### src/rtl/spi_arb_pkg.sv
// Shared types and defaults for the SPI master arbiter: FSM state encoding,
// default parameter values and the error-response pattern.
package spi_arb_pkg;

  typedef enum logic [1:0] {
    ST_IDLE = 2'd0,
    ST_SEND = 2'd1,
    ST_WAIT = 2'd2,
    ST_RESP = 2'd3
  } arb_state_e;

  localparam int DEF_NREQ    = 3;
  localparam int DEF_MSG_W   = 32;
  localparam int DEF_TIMEOUT = 255;

  // Wide enough for any supported MSG_W; truncated at the point of use.
  localparam logic [63:0] ERR_RSP = 64'hFFFF_FFFF_FFFF_FFFF;

endpackage

### src/rtl/spi_arb_rr_pick.sv
// Combinational round-robin winner selection: first valid requester found
// scanning upward from ptr, wrapping modulo NREQ.
module spi_arb_rr_pick
  import spi_arb_pkg::*;
#(
  parameter int NREQ = DEF_NREQ
) (
  input  logic [NREQ-1:0] req_val,
  input  logic [1:0]      ptr,
  output logic [NREQ-1:0] grant,
  output logic [1:0]      idx,
  output logic            any
);

  int  j_s;
  logic hit_s;

  // Scan NREQ positions starting at ptr; the first hit wins.
  always_comb begin
    grant = {NREQ{1'b0}};
    idx   = 2'd0;
    any   = 1'b0;
    j_s   = 0;
    hit_s = 1'b0;
    for (int k = 0; k < NREQ; k++) begin
      j_s      = (int'(ptr) + k) % NREQ;
      hit_s    = !any && req_val[j_s];
      grant[j_s] = hit_s;
      idx      = hit_s ? 2'(j_s) : idx;
      any      = any | hit_s;
    end
  end

endmodule

### src/rtl/spi_master_arbiter.sv
// Round-robin arbiter sharing one SPI master transaction port among NREQ
// requesters: accept, forward, wait (with timeout), route the response back.
module spi_master_arbiter
  import spi_arb_pkg::*;
#(
  parameter int NREQ    = DEF_NREQ,
  parameter int MSG_W   = DEF_MSG_W,
  parameter int TIMEOUT = DEF_TIMEOUT
) (
  input  logic                  clk,
  input  logic                  reset,
  input  logic [NREQ-1:0]       req_val,
  output logic [NREQ-1:0]       req_rdy,
  input  logic [NREQ*MSG_W-1:0] req_msg,
  output logic                  mst_send_val,
  input  logic                  mst_send_rdy,
  output logic [MSG_W-1:0]      mst_send_msg,
  input  logic                  mst_recv_val,
  output logic                  mst_recv_rdy,
  input  logic [MSG_W-1:0]      mst_recv_msg,
  output logic [NREQ-1:0]       rsp_val,
  input  logic [NREQ-1:0]       rsp_rdy,
  output logic [MSG_W-1:0]      rsp_msg,
  output logic [1:0]            grant_id,
  output logic                  busy,
  output logic                  timeout_err
);

  localparam logic [15:0]      TIMEOUT_LAST = 16'(TIMEOUT - 1);
  localparam logic [MSG_W-1:0] ERR_MSG      = MSG_W'(ERR_RSP);

  arb_state_e       state_r, state_s;
  logic [MSG_W-1:0] buf_r, buf_s;
  logic [15:0]      cnt_r, cnt_s;
  logic [1:0]       ptr_r, ptr_s;
  logic [1:0]       gid_r, gid_s;
  logic             terr_s;

  // Output registers; idle_r gates the combinational req_rdy so that
  // every output reads 0 while reset is held.
  logic             idle_r;
  logic             send_val_r;
  logic             recv_rdy_r;
  logic             busy_r;
  logic             terr_r;
  logic [NREQ-1:0]  rsp_val_r;

  logic [NREQ-1:0]  pick_grant_s;
  logic [1:0]       pick_idx_s;
  logic             pick_any_s;
  logic [MSG_W-1:0] sel_msg_s;
  logic [NREQ-1:0]  gid_oh_s;
  logic             rsp_hit_s;

  spi_arb_rr_pick #(.NREQ(NREQ)) u_pick (
    .req_val (req_val),
    .ptr     (ptr_r),
    .grant   (pick_grant_s),
    .idx     (pick_idx_s),
    .any     (pick_any_s)
  );

  // AND-OR mux of the winning request and one-hot decode of the grantee.
  always_comb begin
    sel_msg_s = {MSG_W{1'b0}};
    gid_oh_s  = {NREQ{1'b0}};
    for (int i = 0; i < NREQ; i++) begin
      sel_msg_s   = sel_msg_s | (req_msg[i*MSG_W +: MSG_W] & {MSG_W{pick_grant_s[i]}});
      gid_oh_s[i] = (gid_r == 2'(i));
    end
  end

  assign rsp_hit_s = |(rsp_rdy & gid_oh_s);

  // Next-state and datapath update for the IDLE/SEND/WAIT/RESP sequence.
  always_comb begin
    state_s = state_r;
    buf_s   = buf_r;
    cnt_s   = cnt_r;
    ptr_s   = ptr_r;
    gid_s   = gid_r;
    terr_s  = 1'b0;
    case (state_r)
      ST_IDLE: begin
        if (idle_r && pick_any_s) begin
          buf_s   = sel_msg_s;
          gid_s   = pick_idx_s;
          state_s = ST_SEND;
        end else begin
          state_s = ST_IDLE;
        end
      end
      ST_SEND: begin
        if (mst_send_rdy) begin
          cnt_s   = 16'd0;
          state_s = ST_WAIT;
        end else begin
          state_s = ST_SEND;
        end
      end
      ST_WAIT: begin
        cnt_s = cnt_r + 16'd1;
        // A real response beats a timeout landing in the same cycle.
        if (mst_recv_val) begin
          buf_s   = mst_recv_msg;
          state_s = ST_RESP;
        end else if (cnt_r == TIMEOUT_LAST) begin
          buf_s   = ERR_MSG;
          terr_s  = 1'b1;
          state_s = ST_RESP;
        end else begin
          state_s = ST_WAIT;
        end
      end
      ST_RESP: begin
        if (rsp_hit_s) begin
          ptr_s   = (gid_r == 2'(NREQ - 1)) ? 2'd0 : gid_r + 2'd1;
          state_s = ST_IDLE;
        end else begin
          state_s = ST_RESP;
        end
      end
      default: begin
        state_s = ST_IDLE;
      end
    endcase
  end

  // State, buffer, counter, pointer and grant registers.
  always_ff @(posedge clk or negedge reset) begin
    if (!reset) begin
      state_r <= ST_IDLE;
      buf_r   <= {MSG_W{1'b0}};
      cnt_r   <= 16'd0;
      ptr_r   <= 2'd0;
      gid_r   <= 2'd0;
    end else begin
      state_r <= state_s;
      buf_r   <= buf_s;
      cnt_r   <= cnt_s;
      ptr_r   <= ptr_s;
      gid_r   <= gid_s;
    end
  end

  // Moore outputs registered from the next state so they align with it.
  always_ff @(posedge clk or negedge reset) begin
    if (!reset) begin
      idle_r     <= 1'b0;
      send_val_r <= 1'b0;
      recv_rdy_r <= 1'b0;
      busy_r     <= 1'b0;
      terr_r     <= 1'b0;
      rsp_val_r  <= {NREQ{1'b0}};
    end else begin
      idle_r     <= (state_s == ST_IDLE);
      send_val_r <= (state_s == ST_SEND);
      recv_rdy_r <= (state_s == ST_IDLE) || (state_s == ST_WAIT);
      busy_r     <= (state_s != ST_IDLE);
      terr_r     <= terr_s;
      rsp_val_r  <= (state_s == ST_RESP) ? gid_oh_s : {NREQ{1'b0}};
    end
  end

  assign req_rdy      = idle_r ? pick_grant_s : {NREQ{1'b0}};
  assign mst_send_val = send_val_r;
  assign mst_send_msg = buf_r;
  assign mst_recv_rdy = recv_rdy_r;
  assign rsp_val      = rsp_val_r;
  assign rsp_msg      = buf_r;
  assign grant_id     = gid_r;
  assign busy         = busy_r;
  assign timeout_err  = terr_r;

endmodule
### config.mk
export PLATFORM = sky130hd
export DESIGN_NAME = spi_master_arbiter
export DESIGN_NICKNAME = d
export VERILOG_FILES = /design/src/rtl/spi_arb_pkg.sv /design/src/rtl/spi_arb_rr_pick.sv /design/src/rtl/spi_master_arbiter.sv
export SDC_FILE = /design/constraint.sdc
export NUM_CORES = 1
export LEC_CHECK = 0
export CORE_ASPECT_RATIO = 0.5
export CORE_MARGIN = 2
export CORE_UTILIZATION = 42
export CTS_CLUSTER_DIAMETER = 40
export DETAILED_ROUTE_END_ITERATION = 7
export PLACE_DENSITY_LB_ADDON = 0.3
export SYNTH_ARGS = -nofsm -noshare
export SYNTH_HDL_FRONTEND = slang
export SYNTH_SLANG_ARGS = --single-unit
### constraint.sdc
create_clock -name clk -period 3.45 [get_ports clk]
set_input_delay 0.69 -clock clk [delete_from_list [all_inputs] [get_ports clk]]
set_output_delay 0.69 -clock clk [all_outputs]
set_load 0.05 [all_outputs]
==> results of run 1 <==
how the worst max path moves through the flow:
| stage | from | to | slack (ns) | depth (start not counted) |
|---|---|---|---|---|
| global placement | req_val[0] | req_rdy[0] | 0.31 | 7 |
| global route | req_val[0] | req_rdy[0] | 0.13 | 7 |
| finish | req_val[0] | req_rdy[0] | 0.24 | 7 |
| CTS | req_val[0] | req_rdy[0] | 0.29 | 7 |
| floorplan | req_val[0] | req_rdy[0] | 0.22 | 7 |
| detailed placement | req_val[0] | req_rdy[0] | 0.29 | 7 |
cell families (layout without fill, tap and decap cells):
group,count (synthesis),count (layout),share of synthesized area (%)
AO/OA/AOI/OAI,184,184,35.2
XOR/XNOR,2,2,0.390
AND/OR/NAND/NOR,118,118,15.4
adder cells (fa/ha/maj),6,6,1.67
multiplexers,5,5,1.39
buffers and inverters,89,251,11.4
flip-flops,62,62,34.5
placed cells by master (no fill, tap or decap), types with 3 or more instances in the layout:
master | synthesis | layout
clkdlybuf4s50_1 | 0 | 209
dfrtp_1 | 62 | 62
a21oi_1 | 37 | 37
and3_1 | 37 | 37
a32oi_1 | 32 | 32
a221oi_1 | 32 | 32
o32ai_2 | 26 | 26
o21ai_0 | 24 | 24
nand2_1 | 17 | 16
buf_4 | 32 | 16
nand3_1 | 13 | 13
nand2b_1 | 11 | 11
clkbuf_16 | 0 | 9
and2_1 | 7 | 7
o32ai_1 | 7 | 7
nand4_1 | 7 | 7
inv_1 | 6 | 6
ha_1 | 6 | 6
nor2_1 | 5 | 4
mux2i_1 | 4 | 4
nor3_1 | 4 | 4
nor2b_1 | 4 | 4
a31oi_1 | 4 | 4
and4_1 | 3 | 3
flip-flops by register name, indices dropped and copies added, names as in the netlist:
signal and flops:
ptr_r 2, state_r 2, busy 1, grant_id 2
rsp_val 3, idle_r 1, mst_recv_rdy 1, mst_send_msg 32
mst_send_val 1, cnt_r 16, timeout_err 1
critical path, delay by kind of cell:
family,cells,cell delay (ns)
simple gates,2,0.21
compound gates,3,0.66
buf+inv,2,0.94
routing by layer:
| metal | share of wire, % | vias up | wire length, microns |
|---|---|---|---|
| met3 | 5.8 | 14 | 888 |
| met2 | 50 | 170 | 7600 |
| met4 | 1.3 | 0 | 195 |
| li1 | - | 2137 | - |
| met5 | 0 | - | 0 |
| met1 | 43 | 2311 | 6540 |
final cells by class:
class                      instances  area, sq um
sequential                        62         1550
timing repair buffer             228         2260
clock inverter                     7         73.8
fill                             829         3560
tap                              140          175
inverter                           7         26.3
multi-input combinational        315         2450
clock buffer                       9          225
power breakdown:
group / switching (mW) / leakage [nW] / internal (mW) / total, mW
Clock: 0.352 / 0.146 / 0.561 / 0.914
Combinational: 3.04 / 1.76 / 1.72 / 4.75
Sequential: 0.295 / 0.756 / 1.02 / 1.32
Total: 3.69 / 2.66 / 3.30 / 6.98
metrics by stage:
step	util, %	power [mW]	hold WS, ns	area, sq um
2_1_floorplan	-	4.82	0.394	4490
3_3_place_gp	62.6	6.01	0.483	6460
3_5_place_dp	62.6	6.06	0.494	6460
4_1_cts	65.5	6.99	0.384	6760
5_1_grt	65.5	7.34	0.407	6760
6_report	65.5	6.98	0.378	6760
==> results.env, run 1 <==
RUN_STATUS='complete, no violations'
VDD_IR_DROP_MAX_V=0.000376
CRIT_PATH_END_KIND='output port'
H_TREE_LEVELS=3
CP_DATA_ARRIVAL_TIME_NS=2.52
POST-SYNTH-TOP-AREA-CELL='dfrtp_1'
FINALNONFILLERCELLS=768
OVERALL_VIA_COUNT_FROM_DETAIL_ROUTE=4632
FLOORPLAN.DIE_AREA_SQ_MM=0.0116
VIA_COUNT_OF_THE_FIRST_GLOBAL_ROUTING_PASS=4545
RELSLEWSLACK_PCT=34.2
YOSYSUNIQUECELLTYPES=54
GRT_SETUP_UNREPAIRED='false'
YOSYSMOSTFREQUENTCELL='dfrtp_1'
NETLIST_TOP_CELLS_AREA='dfrtp_1 (35%), o32ai_2 (9.4%), a221oi_1 (6.2%)'
DP_WORST_SETUP_SLACK_NS=0.295
NNETSFINAL=767
CP_MAX_DELAY_CELL='clkdlybuf4s50_1'
TOP_LEVEL_PORTS=214
FINAL-SETUP-VIOL-COUNT=0
DRIVE_ABOVE_1_SHARE_PCT=11.6
DRC_ERRORS=0
YS_SEQ_ELEMENTS=62
SETUP_TOTAL_NEGATIVE_SLACK_NS=0
LEAKAGEPOWER_nW=2.66
INITIAL_CORE_UTIL_PCT=43.6
DRV.MAX_CAP_VIOLATION_COUNT=0
TRITONCTS='yes'
PWR_DENSITY_CELL_mW_PER_MM2=1030
TIMING.CLOCK.SKEW_NS=0.00490
CP_MAX_FO=9
NETLIST_TOP_CELLS_COUNT='dfrtp_1 (62), a21oi_1 (37), and3_1 (37)'
CRITICAL_PATH.MAX_STAGE_DELAY_NS=0.71
TOP_USAGE_LAYER='met2'
START_KIND='input port'
GR-TOTAL-OVERFLOW=0
SYNTH.AVG_CELL_AREA_SQ_UM=9.64
YOSYSWARNINGS=0
DETAIL_ROUTE.FIRST_PASS.ITERATIONS=4
DIE_WIDTH_MICRONS=150
CRITPATHKIND='input port to output port'
INSERTEDDIODECOUNT=0
FINALWORSTSETUPSLACK_NS=0.245
WORSTPATHREQUIRED_NS=2.76
SYNTH_ENABLE_FLOP_CELLS=0
PERIOD_NEEDED_NS=3.21
WORSTMARGINPINSLEW_NS=0.984
CRITICAL_PATH.CELL_CHAIN='clkdlybuf4s50_1 > nand2b_1 > a21oi_2 > a31o_2 > nand2_1 > a21boi_1 > buf_4'
DRTANTENNAVIOLNETS=0
GROUTE.LAYER.MET2.USAGE_PCT=44.7
YOSYS.AREA.TOP_TYPE_SHARE_PCT=34.5
SYN_TO_FINAL_GROWTH_PCT=50.4
NUMBER_OF_STANDARD_CELL_ROWS_IN_THE_FLOORPLAN=26
WORST_R2R_ENDPOINT='mst_send_msg[15]'
ASYNC_RESET_FF_SHARE_PCT=100
HOLD_BUFFERS=0
HPWL_MICRONS=10700
NUMBER_OF_CELLS_ON_THE_WORST_REG_TO_REG_PATH=8
MAX_FREQ_MHz=312
CORE_SQ_MM=0.0103
CLOCK-SINKS=62
SYNTH_TOP_FLOP_CELL='dfrtp_1'
TIMING.FINAL.HOLD_VIOLATIONS=0
CLKLATENCYLATEPIN_NS=0.33
INTERNAL_REG_TO_REG_SETUP_SLACK_NS=0.80
CTS_MADE_BUFFERS=9
PLACE.PORT_BUFFERS=213
WORSTREG2REGSTART='ptr_r[0]'
GROUTE.LAYER.MET3.USAGE_PCT=5.06
POSTCTSRESIZEDCELLS=0
CTS_BUFFER_DEPTH=2
ROUTE.FINAL.WIRE_LENGTH_MICRONS=15200
FINAL_MIN_PERIOD_OVER_CLOCK_PERIOD_PCT=92.9
SYNTH.CELL_AREA_SQ_MM=0.00449
GR-USAGE-ALL-LAYERS_PCT=25.6
MIN-DELAY-PATH-CLASS='input port to asynchronous set/reset pin'
CLOCK_TREE.ROOT_CELL='clkbuf_16'
AVGROUTEDWIREPERCELL_MICRONS=19.8
GLOBAL_ROUTE_WIRE_LENGTH_BEFORE_REPAIR_MICRONS=23700
MAXIMUM_NUMBER_OF_PINS_ON_ONE_NET_BEFORE_GLOBAL_ROUTE_REPAIR=37
WORST_SETUP_HOLD_PATH_CLK_SLEW_NS=0.06
DRT_FIRST_ITER_VIOLATIONS=268
DIE_Y_MICRONS=77.1
POSTSYNTHNETCOUNT=610
FRACTION_OF_THE_YOSYS_AREA_TAKEN_BY_SEQUENTIAL_CELLS_PCT=34.5
DP_CELLS=752
VIA_PER_INST=6.03
FINAL-MAX-SLEW-VIOLATION-COUNT=0
POST-CTS-SETUP-BUFFER-COUNT=0
SYNTHCELLS=466
ANTENNA_FOUND_INITIAL=0
FINALWEIGHTEDCONGESTION=0.911
GLOBALROUTEMET1UTIL_PCT=32.8
No activity file was read; power rests on OpenSTA's default activity.
==> inputs of run 2 (changes only) <==
- CORE_ASPECT_RATIO: 0.5 -> 1.5
- SKIP_LAST_GASP: default -> 1
==> results.env, run 2 (synthesis results as in run 1) <==
RUN_STATUS='complete, no violations'
TOP_LEVEL_PORTS=214  # unchanged
DIE_Y_MICRONS=131  # +69%
VIA_COUNT_OF_THE_FIRST_GLOBAL_ROUTING_PASS=4590  # +0.99%
SETUP_TOTAL_NEGATIVE_SLACK_NS=0  # unchanged
DRTANTENNAVIOLNETS=0  # unchanged
INSERTEDDIODECOUNT=0  # unchanged
CP_MAX_FO=11  # +2
CLOCK-SINKS=62  # unchanged
N_FILL_CELL=894  # +7.8%
GR-TOTAL-OVERFLOW=0  # unchanged
MAX_FREQ_MHz=314  # +0.66%
TRITONCTS='yes'
FINALWORSTSETUPSLACK_NS=0.265  # +0.0209 ns
GLOBAL_ROUTE_WIRE_LENGTH_BEFORE_REPAIR_MICRONS=24600  # +3.8%
DETAIL_ROUTE.FIRST_PASS.ITERATIONS=5  # +1
WORSTMARGINPINSLEW_NS=0.640  # -0.343 ns
VIA_PER_INST=6.11  # +1.3%
NUMBER_OF_STANDARD_CELL_ROWS_IN_THE_FLOORPLAN=46  # +77%
CORE_SQ_MM=0.0105  # +1.6%
START_KIND='input port'
HOLD_SLACK_NS=0.338  # -0.0401 ns
HOLD_BUFFERS=0  # unchanged
MOSTFREQUENTLAYOUTCELL='clkdlybuf4s50_1'
ROUTE.FINAL.WIRE_LENGTH_MICRONS=16400  # +7.6%
OVERALL_VIA_COUNT_FROM_DETAIL_ROUTE=4715  # +1.8%
DP_WORST_SETUP_SLACK_NS=0.329  # +0.0347 ns
RELSLEWSLACK_PCT=57.3  # +23 points
ANTENNA_FOUND_INITIAL=0  # unchanged
PERIOD_NEEDED_NS=3.18  # -0.0209 ns
CLKLATENCYLATEPIN_NS=0.34  # about the same
WORST_SETUP_HOLD_PATH_CLK_SLEW_NS=0.06  # about the same
DRV.MAX_CAP_VIOLATION_COUNT=0  # unchanged
CP_DATA_ARRIVAL_TIME_NS=2.49  # -0.03 ns
DIE_WIDTH_MICRONS=88.4  # -41%
FLOORPLAN.DIE_AREA_SQ_MM=0.0116  # -0.28%
PLACE.PORT_BUFFERS=213  # unchanged
AREA.SEQUENTIAL_SQ_MM=0.00155  # unchanged
CRITICAL_PATH.CELL_CHAIN='clkdlybuf4s50_1 > nand4_1 > a21bo_2 > nand3_1 > a21boi_1 > buf_4'
GR-USAGE-ALL-LAYERS_PCT=27.7  # +2.1 points
INITIAL_CORE_UTIL_PCT=42.9  # -0.68 points
CRITPATHKIND='input port to output port'
MAXIMUM_NUMBER_OF_PINS_ON_ONE_NET_BEFORE_GLOBAL_ROUTE_REPAIR=34  # -8.1%
AVGROUTEDWIREPERCELL_MICRONS=21.2  # +7.1%
GRT_SETUP_UNREPAIRED='false'
WORSTPATHREQUIRED_NS=2.76  # about the same
MIN-DELAY-PATH-CLASS='input port to asynchronous set/reset pin'
VDD_IR_DROP_MAX_V=0.000744  # +98%
CRIT_PATH_END_KIND='output port'
HPWL_MICRONS=11800  # +10%
FINAL-MAX-SLEW-VIOLATION-COUNT=0  # unchanged
CTS_MADE_BUFFERS=9  # unchanged
H_TREE_LEVELS=3  # unchanged
FINALWEIGHTEDCONGESTION=0.926  # +1.6%
CLOCK_TREE.ROOT_CELL='clkbuf_16'
DRC_ERRORS=0  # unchanged
CRITICAL_PATH.MAX_STAGE_DELAY_NS=0.76  # +0.05 ns
PWR_DENSITY_CELL_mW_PER_MM2=1060  # +2.3%
MOST-COMMON-LAYOUT-CELLS='clkdlybuf4s50_1 (209), dfrtp_1 (62), a21oi_1 (37), and3_1 (37)'
LEAKAGEPOWER_nW=2.69  # +1.1%
FINAL-SETUP-VIOL-COUNT=0  # unchanged
POSTCTSRESIZEDCELLS=0  # unchanged
FINAL_MIN_PERIOD_OVER_CLOCK_PERIOD_PCT=92.3  # -0.61 points
CTS_BUFFER_DEPTH=2  # unchanged
CP_MAX_DELAY_CELL='clkdlybuf4s50_1'
SYN_TO_FINAL_GROWTH_PCT=51.8
DRIVE_ABOVE_1_SHARE_PCT=11.6  # unchanged
TIMING.FINAL.HOLD_VIOLATIONS=0  # unchanged
DRT_FIRST_ITER_VIOLATIONS=251  # -6.3%
TIMING.CLOCK.SKEW_NS=0.00545  # +0.000555 ns
NNETSFINAL=767  # unchanged
MULTI_INPUT_AREA_SQ_MM=0.00245  # unchanged
POST-CTS-SETUP-BUFFER-COUNT=0  # unchanged
LARGEST_REGISTER_FF_COUNT=32  # unchanged
run 2: layer usage:
metal  vias up  wire (microns)  GRT usage (%)
li1       2143               -              -
met1      2316            6260           32.7
met2       225            8480           48.6
met3        31            1250           5.90
met4         0             387           10.6
met5         -               0              0
run 2: power by group:
part	internal [mW]	switching (mW)	total, mW
registers	1.02	0.292	1.31
clock network	0.797	0.337	1.13
logic	1.70	3.06	4.77
total	3.52	3.69	7.22
run 2: critical path, delay by kind of cell:
family | cells | cell delay, ns
AND/OR/NAND/NOR | 2 | 0.34
AO/OA/AOI/OAI | 2 | 0.46
buffers and inverters | 2 | 0.99
run 2: area by class of cell:
class	instances	area share (%)
clock inverter	6	1.94
tap	144	2.64
sequential	62	22.7
multi-input combinational	315	35.9
inverter	7	0.385
timing repair buffer	228	32.9
clock buffer	10	3.50
run 2: final timing paths:
path	slack [ns]	cells after the start	from	to
worst max-delay path	0.27	6	req_val[2]	req_rdy[0]
worst min-delay path	0.34	1	reset	mst_send_msg[1]
worst max register to register	0.74	9	ptr_r[1]	mst_send_msg[21]
worst min register to register	0.51	1	cnt_r[13]	cnt_r[13]
max in group asynchronous	2.39	2	reset	mst_send_msg[5]
min in group clk	0.51	1	cnt_r[13]	cnt_r[13]
run 2: per-stage QoR:
| stage | instances | util, % | power, mW | cell area (sq um) |
|---|---|---|---|---|
| after detailed placement | 756 | 61.6 | 6.08 | 6450 |
| after floorplan | 466 | - | 4.82 | 4490 |
| final | 772 | 65.1 | 7.22 | 6820 |
| after global routing | 772 | 65.1 | 7.57 | 6820 |
| after global placement | 756 | 61.6 | 5.98 | 6450 |
| after CTS | 772 | 65.1 | 7.24 | 6820 |
